--- src/rtl/control_sequencer.sv ---
// control_sequencer
//   Fetch/execute T-state sequencer for the shared 8-bit bus. A T-state
//   counter advances one step per clk while running. The 4-bit opcode is
//   decoded into a Moore control word that drives the ie/oe/step pins of the
//   bus modules.
//
//   Build option: define SEQ_EXT_OPCODES_EN to add STA/LDI/JMP. When it is
//   undefined, those opcodes decode as NOP and ram_ie/pc_ie stay at 0.
//
// Ports
//   clk      system clock, rising edge
//   rst      asynchronous active-low reset
//   run      1 = advance one T-state per clk, 0 = freeze and mask controls
//   opcode   upper nibble of the instruction register
//   tstate   current T-state, 0-based (0 = T1)
//   halted   sticky halt flag, cleared only by rst
//   pc_oe .. out_ie   per-cycle bus control lines

module control_sequencer #(
    parameter int T_STATES = 6
) (
    input  logic                        clk,
    input  logic                        rst,
    input  logic                        run,
    input  logic [3:0]                  opcode,
    output logic [$clog2(T_STATES)-1:0] tstate,
    output logic                        halted,
    output logic                        pc_oe,
    output logic                        pc_step,
    output logic                        pc_ie,
    output logic                        mar_ie,
    output logic                        ram_oe,
    output logic                        ram_ie,
    output logic                        ir_ie,
    output logic                        ir_oe,
    output logic                        a_ie,
    output logic                        a_oe,
    output logic                        b_ie,
    output logic                        alu_oe,
    output logic                        alu_sub,
    output logic                        out_ie
);

    // state  | meaning
    // S_RUN  | T-state counter advances while run=1
    // S_HALT | HLT executed; counter frozen at T4, all controls masked

    localparam int TW = $clog2(T_STATES);

`ifdef SEQ_EXT_OPCODES_EN
    localparam bit EXT_EN = 1'b1;
`else
    localparam bit EXT_EN = 1'b0;
`endif

    localparam logic [3:0] OP_LDA = 4'b0000;
    localparam logic [3:0] OP_ADD = 4'b0001;
    localparam logic [3:0] OP_SUB = 4'b0010;
    localparam logic [3:0] OP_STA = 4'b0100;
    localparam logic [3:0] OP_LDI = 4'b0101;
    localparam logic [3:0] OP_JMP = 4'b0110;
    localparam logic [3:0] OP_OUT = 4'b1110;
    localparam logic [3:0] OP_HLT = 4'b1111;

    typedef enum logic {S_RUN, S_HALT} mode_t;

    mode_t          mode, mode_nxt;
    logic [TW-1:0]  tstate_nxt;
    int unsigned    t_idx;
    logic           ctrl_en;

    // Widened copy so T5/T6 decode cannot alias onto a narrow counter.
    assign t_idx  = 32'(tstate);
    assign halted = (mode == S_HALT);

    always_ff @(posedge clk or negedge rst) begin
        if (!rst) begin
            mode   <= S_RUN;
            tstate <= '0;
        end else begin
            mode   <= mode_nxt;
            tstate <= tstate_nxt;
        end
    end

    always_comb begin
        mode_nxt   = mode;
        tstate_nxt = tstate;
        case (mode)
            S_RUN: begin
                if (run) begin
                    // HLT freezes the counter on T4 instead of advancing.
                    if (t_idx == 32'd3 && opcode == OP_HLT)
                        mode_nxt = S_HALT;
                    else if (t_idx == 32'(T_STATES - 1))
                        tstate_nxt = '0;
                    else
                        tstate_nxt = tstate + TW'(1);
                end
            end
            S_HALT: ;
            default: mode_nxt = S_RUN;
        endcase
    end

    // The rst term keeps the T1 word off the bus while reset is held.
    assign ctrl_en = rst & run & (mode == S_RUN);

    always_comb begin
        pc_oe   = 1'b0;
        pc_step = 1'b0;
        pc_ie   = 1'b0;
        mar_ie  = 1'b0;
        ram_oe  = 1'b0;
        ram_ie  = 1'b0;
        ir_ie   = 1'b0;
        ir_oe   = 1'b0;
        a_ie    = 1'b0;
        a_oe    = 1'b0;
        b_ie    = 1'b0;
        alu_oe  = 1'b0;
        alu_sub = 1'b0;
        out_ie  = 1'b0;
        if (ctrl_en) begin
            case (t_idx)
                32'd0: begin
                    pc_oe  = 1'b1;
                    mar_ie = 1'b1;
                end
                32'd1: pc_step = 1'b1;
                32'd2: begin
                    ram_oe = 1'b1;
                    ir_ie  = 1'b1;
                end
                32'd3: begin
                    case (opcode)
                        OP_LDA, OP_ADD, OP_SUB: begin
                            ir_oe  = 1'b1;
                            mar_ie = 1'b1;
                        end
                        OP_OUT: begin
                            a_oe   = 1'b1;
                            out_ie = 1'b1;
                        end
                        OP_STA: begin
                            ir_oe  = EXT_EN;
                            mar_ie = EXT_EN;
                        end
                        OP_LDI: begin
                            ir_oe = EXT_EN;
                            a_ie  = EXT_EN;
                        end
                        OP_JMP: begin
                            ir_oe = EXT_EN;
                            pc_ie = EXT_EN;
                        end
                        default: ;
                    endcase
                end
                32'd4: begin
                    case (opcode)
                        OP_LDA: begin
                            ram_oe = 1'b1;
                            a_ie   = 1'b1;
                        end
                        OP_ADD: begin
                            ram_oe = 1'b1;
                            b_ie   = 1'b1;
                        end
                        OP_SUB: begin
                            ram_oe  = 1'b1;
                            b_ie    = 1'b1;
                            alu_sub = 1'b1;
                        end
                        OP_STA: begin
                            a_oe   = EXT_EN;
                            ram_ie = EXT_EN;
                        end
                        default: ;
                    endcase
                end
                32'd5: begin
                    case (opcode)
                        OP_ADD: begin
                            alu_oe = 1'b1;
                            a_ie   = 1'b1;
                        end
                        OP_SUB: begin
                            alu_oe  = 1'b1;
                            a_ie    = 1'b1;
                            alu_sub = 1'b1;
                        end
                        default: ;
                    endcase
                end
                default: ;
            endcase
        end
    end

endmodule

--- config.mk ---
export PLATFORM = sky130hd
export DESIGN_NAME = control_sequencer
export DESIGN_NICKNAME = d
export VERILOG_FILES = /design/src/rtl/control_sequencer.sv
export SDC_FILE = /design/constraint.sdc
export NUM_CORES = 1
export LEC_CHECK = 0
export ABC_AREA = 1
export CORE_MARGIN = 3
export CORE_UTILIZATION = 32
export CTS_CLUSTER_SIZE = 8
export DETAILED_ROUTE_END_ITERATION = 8
export GPL_TIMING_DRIVEN = 1
export PLACE_DENSITY = 0.73
export SYNTH_ARGS = -nofsm -noshare
export SYNTH_HDL_FRONTEND = slang
export SYNTH_SLANG_ARGS = --single-unit
export TNS_END_PERCENT = 50
--- constraint.sdc ---
create_clock -name clk -period 1.4 [get_ports clk]
set_clock_uncertainty 0.1 [all_clocks]
set_input_delay 0.28 -clock clk [delete_from_list [all_inputs] [get_ports clk]]
set_output_delay 0.28 -clock clk [all_outputs]
set_load 0.01 [all_outputs]
* Word-level counts from Yosys, hierarchy flattened *
Cells that the tools add are included.

cells by class
  add/subtract/negate cells = 1
  equal/unequal tests = 9
  mux-type cells = 31
  bitwise gates (word level) = 4
  reductions and logical operators = 7

operators by type and width
  cell                                                              number
  32-bit logical NOT                                                1
  1-bit 2-to-1 mux                                                  27
  4-bit == test (second input constant)                             2
  3-bit by 2-bit == test with 1-bit output (second input constant)  2
  3-bit == test (second input constant)                             2
  1-bit one-hot mux with 2 select lines                             3
  4-bit by 1-bit == test with 1-bit output (second input constant)  1
  4-bit by 2-bit == test with 1-bit output (second input constant)  1
  4-bit logical NOT                                                 1
  2-bit OR reduction                                                2
  3-bit by 1-bit adder with 3-bit output (second input constant)    1
  3-bit by 1-bit == test with 1-bit output (second input constant)  1
  3-bit 2-to-1 mux                                                  1
  3-bit AND reduction                                               1
  3-bit OR reduction                                                1
  1-bit bitwise AND                                                 2
  1-bit NOT                                                         2
  1-bit logical AND                                                 1

storage, ports and cells
  register bits after elaboration = 4
  bits of input ports = 7
  output and inout port bits = 18
  word-level logic and storage cells = 54

* Logic depth before layout (Yosys ltp) *
  depth after elaboration = 5
  gate-level depth with buffers = 9
  gate-level depth less buffers = 9

* Worst setup path after synthesis *
Ideal clock, no wire load.

  kind = reg-to-output
  start = reg tstate[0]
  end = out out_ie
  arrival time = 1,414 ps
  required time = 1,020 ps
  setup slack = -394 ps
  cell stages (with the launch flop) = 7
  buffers on the path = 1
  cells stage by stage = dfrtp_1 nand2_1 inv_1 ha_1 nand3_1 nor3_1 buf_4

on the way
  longest elaborated chain between the ends = 3

ends and longest elaborated chain
  element                                   line  text
  start: declaration                        26    output logic [$clog2(T_STATES)-1:0] tstate,
  start signal: assignment                  82    tstate <= tstate_nxt;
  3-bit by 2-bit == test with 1-bit output  -
  1-bit 2-to-1 mux (2 in a row)             -
  end: declaration                          41    output logic out_ie

No other way between the ends.

* Final worst setup path *
  start = reg tstate[0]
  end = out mar_ie

on the way
  longest elaborated chain between the ends = 3
  elaborated cells on any way between the ends = 4
  those cells by class = eq/ne (1); mux (2); reduce/logical (1)

ends and longest elaborated chain
  element                                                                         line  text
  32-bit logical NOT or 3-bit by 2-bit == test with 1-bit output (tied branches)  125   case (t_idx)
  1-bit one-hot mux with 2 select lines *                                         125
  1-bit 2-to-1 mux *                                                              124   if (ctrl_en) begin
  end: declaration                                                                31    output logic mar_ie,

Mark *: on every way between the ends. The rest lies on a longest branch, timed or not.

==> metrics.cfg <==
[status]
status=finished, violations left
violations=negative setup slack

[finish]
drive_gt1_frac=0.652
fillers=100
syn_to_final_growth_pct=114
fin_util=0.772
diodes=0
postLayoutCellArea_sq_um=892
num-nets-final=124

[setup_path]
crit_start=tstate[0]
r2r-start=tstate[0]
cp-start-kind=flip-flop
cpPeakStageDelay_ps=410
critPathMaxFanout=4
cp.arrival_ps=1310
path_class=flip-flop to output pin
crit_path_end_kind=output pin
cp_data_required_time_ps=1020
cp_slowest_cell=dfrtp_2
cp_cell_sequence=buf_6 > inv_2 > nand3_2 > a21oi_2 > buf_2
crit_buf_inv=3
cp_top_family=flip-flops

[yosys]
synthCells=67
ys_top_cells_by_area=dfrtp_1, nand2_1, nor2_1
synth_most_common_cell=nand2_1
synth-seq-cells=4
syn_avg_cell_area_sq_um=6.22
synth_top_area_share=0.240
synth_seq_area_share=0.240
synth_warnings=0
synthTopCellsByCount=nand2_1, nor2_1, inv_1, inv_2, nand3_1
synth_flop_cell=dfrtp_1
ys_types=19
synth_edf_count=0
netlist_area_sq_um=417
synth_area_leader_cell=dfrtp_1
postSynth.asyncResetShare=1.00

[die]
coreArea_sq_um=1160
die_h_microns=42.1
start_util=0.360
die_w_microns=42.1
die_area_sq_um=1770
num_rows=12
io_pins=25

[place]
hpwl_microns=973
postPlaceCellArea_sq_um=798
gp_congestion=0.789
port_buffers=22

[route]
wl_met3_microns=67
ant_nets=0
drc=0
met2_length_microns=814
wire_per_inst_microns=11.5
drt_iter0_drc=4
drt_first_pass_iters=4
via_per_inst=4.69
routed_wl_microns=1480
wl_met1_microns=550
routed.top_layer=met4
num_vias=605

[cts]
root_buffer=clkbuf_4
numCtsBuffers=3
htree_num_levels=1
clock_sinks=4
clkTransAtPathRegs_ps=40
cts_tree=yes
ctsLongestPathBuffers=2
clkLatencyLatePin_ps=240

[sta]
slew_viol_final=0
hold_viol=0
setup_viol_count_final=15
fmax_mhz=592
setup_tns_ps=-2970
finalCriticalPeriod_ps=1690
holdWs_ps=29.9
rsz0062_at_grt=yes
min_period_over_period=1.21
setup_slack_ps=-289

[pwr]
power.density_nw_per_um2=358
leakagePower_uw=0.000462
peakVddDrop_mv=0.362

[grt]
grt_first_pass_wirelength_microns=2160
antenna_found_initial=0
grt_overflow=0
grt_start_max_net_pins=9
first_global_vias=577
grtUsageTotal=0.154

[hold_path]
hold_path.class=primary input to asynchronous set/reset pin

[run]
max_cap_violations=0

cells in the final DEF, fill, tap and decap left out, types with 4 or more instances in the layout:
cell and count:
buf_6 6, inv_2 6, buf_4 21, nor2_1 6, nor2_2 4, buf_2 13, nand2_1 14, nand2_2 5
dlygate4sd2_1 6
registers in the layout, indices dropped and copies added (netlist names):
name / flops
halted: 1
tstate: 3
stage by stage:
stage / instances / total power [uW] / setup WS (ps)
floorplan: 68 / 134 / -178
global placement: 119 / 166 / -795
detailed placement: 119 / 166 / -803
CTS: 126 / 326 / -249
global route: 129 / 340 / -352
finish: 129 / 319 / -289
worst reg2reg max path: stages, from the launching register on:
cell	delay [ps]
dfrtp_2	410
nand2_2	90
inv_2	40
ha_4	160
nand3_4	70
buf_4	110
buf_4	100
nor2_4	40
nor2_4	130
inv_2	50
nand2_1	60
nand2_1	50
kinds of logic (layout without fill, tap and decap cells):
kind of cell | count (synthesis) | after routing | share of synthesized area
simple gates | 43 | 43 | 0.502
flops | 4 | 4 | 0.240
fa+ha+maj | 1 | 1 | 0.0300
buf+inv | 13 | 60 | 0.144
other cells | 1 | 2 | 0.00900
compound gates | 5 | 5 | 0.0751
path summary, 6_finish.rpt:
check                      slack (ps)         to  cells after the start
setup / recovery                 -290     mar_ie                      5
min in group clk                  400     halted                      3
hold reg to reg                   610  tstate[2]                      4
setup reg to reg                 -130  tstate[2]                     11
hold / removal                     30  tstate[0]                      2
max in group asynchronous        1060  tstate[0]                      2
power breakdown:
group / switching, uW / total [uW] / internal (uW)
Sequential: 0 / 116 / 116
Combinational: 26.2 / 45.8 / 19.6
Clock: 49.9 / 157 / 107
Total: 76.1 / 319 / 243
layer usage:
metal	vias up	GRT usage
met5	-	0
met4	0	0.124
met3	6	0.0172
met2	24	0.296
met1	277	0.142
li1	298	-
area by class of cell:
class	instances	area (sq um)	area share
Multi-Input combinational cell	51	364	0.408
Tap cell	14	17.5	0.0196
Sequential cell	4	101	0.114
Inverter	10	40.0	0.0449
Clock buffer	4	26.3	0.0295
Timing Repair Buffer	46	343	0.384
what timing repair did:
item / 4_1_cts / 5_1_grt
setup buffers: 3 / 3
hold buffers: 0 / 0
pin swaps: 12 / 9
endpoints found under the setup margin: 19 / 18
resized for setup: 82 / 12
Note: power is estimated with default switching activity, not from simulation.
